$ cat src/rtl/bfm_apbtoahb_pkg.sv
// Shared AHB encodings and bridge state codes for the APB3 -> AHB-Lite bridge.
package bfm_apbtoahb_pkg;

  // AHB-Lite control encodings driven by the bridge
  localparam logic [1:0] HTRANS_IDLE   = 2'b00;
  localparam logic [1:0] HTRANS_NONSEQ = 2'b10;
  localparam logic [2:0] HSIZE_WORD    = 3'b010;
  localparam logic [2:0] HBURST_SINGLE = 3'b000;
  localparam logic [3:0] HPROT_DATA    = 4'b0011;

  // Bridge state encodings (3-bit, legacy-compatible)
  localparam logic [2:0] ST_IDLE = 3'd0;
  localparam logic [2:0] ST_ADDR = 3'd1;
  localparam logic [2:0] ST_DATA = 3'd2;
  localparam logic [2:0] ST_ERR  = 3'd3;
  localparam logic [2:0] ST_RESP = 3'd4;

  // Mask selecting the PADDR bits forwarded to HADDR; the rest come from the base
  function automatic logic [31:0] addr_mask(input int unsigned width);
    if (width >= 32'd32) begin
      addr_mask = 32'hFFFF_FFFF;
    end else begin
      addr_mask = (32'h0000_0001 << width) - 32'h0000_0001;
    end
  endfunction

endpackage

$ cat src/rtl/bfm_apbtoahb.sv
// APB3 slave to AHB-Lite master bridge: every APB access becomes one AHB
// SINGLE word transfer; read data and error status return on PRDATA/PSLVERR.
// All outputs come straight from flops; TPD is kept only for interface
// compatibility with the BFM environment and has no effect on the logic.
module bfm_apbtoahb
  import bfm_apbtoahb_pkg::*;
#(
  parameter int          TPD        = 1,
  parameter int          ADDR_WIDTH = 24,
  parameter logic [31:0] AHB_BASE   = 32'h0000_0000
) (
  input  logic        HCLK,
  input  logic        HRESETN,
  input  logic        PSEL,
  input  logic        PENABLE,
  input  logic        PWRITE,
  input  logic [31:0] PADDR,
  input  logic [31:0] PWDATA,
  output logic [31:0] PRDATA,
  output logic        PREADY,
  output logic        PSLVERR,
  output logic [31:0] HADDR,
  output logic [1:0]  HTRANS,
  output logic        HWRITE,
  output logic [2:0]  HSIZE,
  output logic [2:0]  HBURST,
  output logic        HMASTLOCK,
  output logic [3:0]  HPROT,
  output logic [31:0] HWDATA,
  input  logic [31:0] HRDATA,
  input  logic        HREADY,
  input  logic        HRESP
);

  localparam logic [31:0] ADDR_MASK = addr_mask(ADDR_WIDTH);
  localparam logic [31:0] TPD_BITS  = 32'(TPD);

  logic [2:0]  state_q,   state_d;
  logic [31:0] haddr_q,   haddr_d;
  logic        hwrite_q,  hwrite_d;
  logic [1:0]  htrans_q,  htrans_d;
  logic [31:0] hwdata_q,  hwdata_d;
  logic [31:0] wdata_q,   wdata_d;
  logic [31:0] prdata_q,  prdata_d;
  logic        pready_q,  pready_d;
  logic        pslverr_q, pslverr_d;
  logic        unused_s;

  // Next-state and next-output computation for the bridge FSM
  always_comb begin
    state_d   = state_q;
    haddr_d   = haddr_q;
    hwrite_d  = hwrite_q;
    htrans_d  = htrans_q;
    hwdata_d  = hwdata_q;
    wdata_d   = wdata_q;
    prdata_d  = prdata_q;
    pready_d  = 1'b0;
    pslverr_d = 1'b0;
    case (state_q)
      ST_IDLE: begin
        // Only the APB setup phase starts a transfer
        if (PSEL && !PENABLE) begin
          haddr_d  = (AHB_BASE & ~ADDR_MASK) | (PADDR & ADDR_MASK);
          hwrite_d = PWRITE;
          wdata_d  = PWDATA;
          htrans_d = HTRANS_NONSEQ;
          state_d  = ST_ADDR;
        end else begin
          state_d  = ST_IDLE;
        end
      end
      ST_ADDR: begin
        // Address phase accepted: present write data in the following data phase
        if (HREADY) begin
          htrans_d = HTRANS_IDLE;
          hwdata_d = wdata_q;
          state_d  = ST_DATA;
        end else begin
          state_d  = ST_ADDR;
        end
      end
      ST_DATA: begin
        if (HREADY && !HRESP) begin
          if (!hwrite_q) begin
            prdata_d = HRDATA;
          end else begin
            prdata_d = prdata_q;
          end
          pready_d  = 1'b1;
          pslverr_d = 1'b0;
          state_d   = ST_RESP;
        end else if (HREADY && HRESP) begin
          // Malformed one-cycle error from the slave still reported as an error
          pready_d  = 1'b1;
          pslverr_d = 1'b1;
          state_d   = ST_RESP;
        end else if (HRESP) begin
          state_d   = ST_ERR;
        end else begin
          state_d   = ST_DATA;
        end
      end
      ST_ERR: begin
        // Second cycle of the two-cycle ERROR response ends the transfer
        if (HREADY && HRESP) begin
          pready_d  = 1'b1;
          pslverr_d = 1'b1;
          state_d   = ST_RESP;
        end else begin
          state_d   = ST_ERR;
        end
      end
      ST_RESP: begin
        state_d = ST_IDLE;
      end
      default: begin
        htrans_d = HTRANS_IDLE;
        state_d  = ST_IDLE;
      end
    endcase
  end

  // State and output registers, cleared asynchronously by HRESETN
  always_ff @(posedge HCLK or negedge HRESETN) begin
    if (!HRESETN) begin
      state_q   <= ST_IDLE;
      haddr_q   <= 32'h0000_0000;
      hwrite_q  <= 1'b0;
      htrans_q  <= HTRANS_IDLE;
      hwdata_q  <= 32'h0000_0000;
      wdata_q   <= 32'h0000_0000;
      prdata_q  <= 32'h0000_0000;
      pready_q  <= 1'b0;
      pslverr_q <= 1'b0;
    end else begin
      state_q   <= state_d;
      haddr_q   <= haddr_d;
      hwrite_q  <= hwrite_d;
      htrans_q  <= htrans_d;
      hwdata_q  <= hwdata_d;
      wdata_q   <= wdata_d;
      prdata_q  <= prdata_d;
      pready_q  <= pready_d;
      pslverr_q <= pslverr_d;
    end
  end

  assign PRDATA    = prdata_q;
  assign PREADY    = pready_q;
  assign PSLVERR   = pslverr_q;
  assign HADDR     = haddr_q;
  assign HTRANS    = htrans_q;
  assign HWRITE    = hwrite_q;
  assign HWDATA    = hwdata_q;
  assign HSIZE     = HSIZE_WORD;
  assign HBURST    = HBURST_SINGLE;
  assign HMASTLOCK = 1'b0;
  assign HPROT     = HPROT_DATA;

  // PADDR bits above ADDR_WIDTH and TPD intentionally have no effect
  assign unused_s  = ^{TPD_BITS, PADDR};

endmodule

$ cat config.mk
export PLATFORM = sky130hd
export DESIGN_NAME = bfm_apbtoahb
export DESIGN_NICKNAME = d
export VERILOG_FILES = /design/src/rtl/bfm_apbtoahb_pkg.sv /design/src/rtl/bfm_apbtoahb.sv
export SDC_FILE = /design/constraint.sdc
export NUM_CORES = 1
export LEC_CHECK = 0
export ABC_AREA = 0
export ABC_CLOCK_PERIOD_IN_PS = 3620
export CAP_MARGIN = 10
export CORE_UTILIZATION = 47
export CTS_BUF_LIST = sky130_fd_sc_hd__clkbuf_2 sky130_fd_sc_hd__clkbuf_4 sky130_fd_sc_hd__clkbuf_8
export CTS_CLUSTER_DIAMETER = 30
export DETAILED_ROUTE_END_ITERATION = 16
export PLACE_DENSITY_LB_ADDON = 0.3
export SETUP_SLACK_MARGIN = 0.05
export SYNTH_ARGS = -nofsm -noshare
export SYNTH_HDL_FRONTEND = slang
export SYNTH_SLANG_ARGS = --single-unit
$ cat constraint.sdc
create_clock -name HCLK -period 3.62 [get_ports HCLK]
set_input_delay 1.086 -clock HCLK [delete_from_list [all_inputs] [get_ports HCLK]]
set_output_delay 1.086 -clock HCLK [all_outputs]
set_load 0.01 [all_outputs]
==> results.cfg <==
[setup_path]
crit_buf_inv = 2
rr_worst_depth = 4
path_cells = clkdlybuf4s50_1 > or4b_4 > nor2_4 > buf_4 > mux2_2
slowest_delay_ns = 0.48
endpoint = wdata_q[5]$_DFFE_PN0P_
crit_path_start = PSEL
crit_cells = 5
cp_top_family = buffers and inverters
cpMaxStageDelayCell = or4b_4
cp_max_fo = 30
critPathKind = input pin to flop
required_ns = 3.93
cp-end-kind = flop
regToRegStartpoint = state_q[1]$_DFF_PN0_
r2r_setup_slack_ns = 1.55
timing.rr.end = wdata_q[5]$_DFFE_PN0P_
arrival_ns = 2.89
worstSetupStartpointType = input pin

[logic_synthesis]
yosys-mux-area-fraction = 0.275
synth_seq_cells = 127
synthSimpleGateAreaFrac = 0.0174
ys_seq_area_frac = 0.640
synth.distinct_cells = 25
synth_top_family_by_area = multiplexers
syn-cell-area_um2 = 4960
syn_area_per_cell_um2 = 16.2
synthXorXnorAreaFrac = 0
synthFlopType = dfrtp_1
yosysWarningCount = 0
ys_async_sr_fraction = 1.00
synthAdderAreaFrac = 0
postSynthCellCount = 306
synth_edf_count = 0
synth_compound_area_frac = 0.00807

[sta]
slew_viol_final = 0
whs_ns = 0.486
fin_crit_sh = 0.714
min_period_ns = 2.58
tightestPinTransition_ns = 0.720
setup_viol = 0
worst_slack_ns = 1.04
max_freq_ghz = 0.387
hold_viol_final = 0
final.setup.tns_ns = 0
rsz0062_at_grt = no
relSlewSlack = 0.520
fin_skew_ns = 0.00629

[cts]
cts_tree = built
path_clk_slew_ns = 0.07
postCtsSetupBuffers = 0
clock_latency_ns = 0.43
root_buffer = clkbuf_8
cts.sinks = 127
cts-htree-levels = 4
cts_made_buffers = 17
holdBufCountCts = 0
cts.path.max_buffers = 2
post_cts_resize_count = 0

[global_routing]
globalRoute.totalOverflow = 0
grt_use_total = 0.200
grt_max_degree = 58
grt_pass1_wl_mm = 16.6
antenna_found_initial = 0
grt_pass1_vias = 3353

[layout]
multi_input_area_um2 = 1580
synthToLayoutAreaGrowth_pct = 46.3
final_cell_area_um2 = 7260
fin_nets = 603
regArea_um2 = 3180
n_antenna_cell = 0
drive_gt1_frac = 0.281
fillCellCount = 729

[power_and_ir_drop]
power_leakage_nw = 3.11
p_total_mw = 5.99
peakVddDrop_mv = 0.473
power_density_nw_per_um2 = 825

[place]
place.gp.congestion = 0.727
place_ws_ns = 0.580
port_buffers = 186
dpl.hpwl_mm = 7.15
placed_cell_area_um2 = 6860

[flow_run]
drv_cap = 0

[floorplanning]
dieArea_um2 = 11000
ios = 215
initial_core_util = 0.483
die_height_um = 105
coreArea_um2 = 10300
fp-row-count = 37
die_w_um = 105

[route]
vias = 3077
detail_route.wl_per_cell_um = 15.5
drt_iter0_drc = 100
via_per_inst = 4.74
first_pass_iters = 10
wl_mm = 10.1
drc_errors = 2
antenna_left = 0

[status]
outcome = finished with violations
failed_checks = design-rule violations

[hold_path]
holdCritPathClass = flop to flop
min_path_cells = 1
## Yosys cell counts, types with 2 or more instances
cell     number  area share
buf_2         5      0.0050
mux2_1       21       0.048
conb_1        2      0.0015
mux2_2       99        0.22
nand3_1       2      0.0020
buf_6         7       0.016
buf_4        23       0.035
a21oi_1       4      0.0040
dfrtp_1     127        0.64
## report_power, final
| group | leakage [nW] | total [mW] | internal, mW | switching, mW |
|---|---|---|---|---|
| logic | 1.38 | 2.33 | 1.51 | 0.815 |
| clock network | 0.187 | 1.20 | 0.647 | 0.551 |
| registers | 1.54 | 2.46 | 2.11 | 0.355 |
## through the flow
stage          std cells   util
3_5_place_dp         617  0.667
5_1_grt              649  0.706
2_1_floorplan        324      -
6_report             649  0.706
4_1_cts              649  0.706
3_3_place_gp         617  0.667
## cell type report
type,count,area share
clock inverter,13,0.0190
timing repair buffer,193,0.265
multi-input combinational,160,0.218
sequential,127,0.438
tap,136,0.0234
clock buffer,19,0.0360
inverter,1,0.000517
## worst min path at each step
stage	endpoint	startpoint	slack, ns
after floorplan	wdata_q[12]$_DFFE_PN0P_	wdata_q[12]$_DFFE_PN0P_	0.45
after global placement	wdata_q[25]$_DFFE_PN0P_	wdata_q[25]$_DFFE_PN0P_	0.46
after detailed placement	wdata_q[23]$_DFFE_PN0P_	wdata_q[23]$_DFFE_PN0P_	0.47
after CTS	wdata_q[15]$_DFFE_PN0P_	wdata_q[15]$_DFFE_PN0P_	0.49
after global routing	wdata_q[15]$_DFFE_PN0P_	wdata_q[15]$_DFFE_PN0P_	0.51
final	wdata_q[23]$_DFFE_PN0P_	wdata_q[23]$_DFFE_PN0P_	0.49
## kinds of logic after synthesis
group | Yosys count
muxes | 121
DFF | 127
other | 2
AOI/OAI and AO/OA | 7
buffers and inverters | 37
and+or+nand+nor | 12
## sequential cells by signal (all words and copies together), names as in the netlist
signal   flops
PRDATA      32
wdata_q     32
HTRANS       1
PSLVERR      1
PREADY       1
HADDR       24
HWDATA      32
state_q      3
HWRITE       1
## metal layers
metal  up-vias  GRT usage  part of all wire
met5         -          0                 0
met4         0     0.0915             0.016
met3        14     0.0780             0.077
met2       122      0.339              0.53
met1      1529      0.220              0.37
li1       1412          -                 -
## cells in the final DEF (no fill, tap or decap)
cell type        netlist  final
clkinvlp_4             0      6
nor2b_1                1      1
bufinv_16              0      2
dfrtp_1              127    127
conb_1                 2     20
nor2_4                 1      1
nand3b_1               1      1
nor4bb_4               0      1
clkdlybuf4s50_1        0    185
or4_1                  1      1
mux2_1                21     21
a21o_1                 1      1
mux2_2                99     99
or4b_4                 1      1
or2_2                  1      1
clkbuf_8               0     19
a21oi_1                4      4
o22ai_1                1      1
buf_12                 0      1
mux2_4                 1      1
inv_6                  0      2
nand3_1                2      2
nand2b_1               1      1
inv_1                  1      1
clkinv_2               0      3
nand2_1                1      1
buf_4                 23      7
a31oi_1                1      1
nor2_1                 1      1
(Power assumes the default switching activity.)
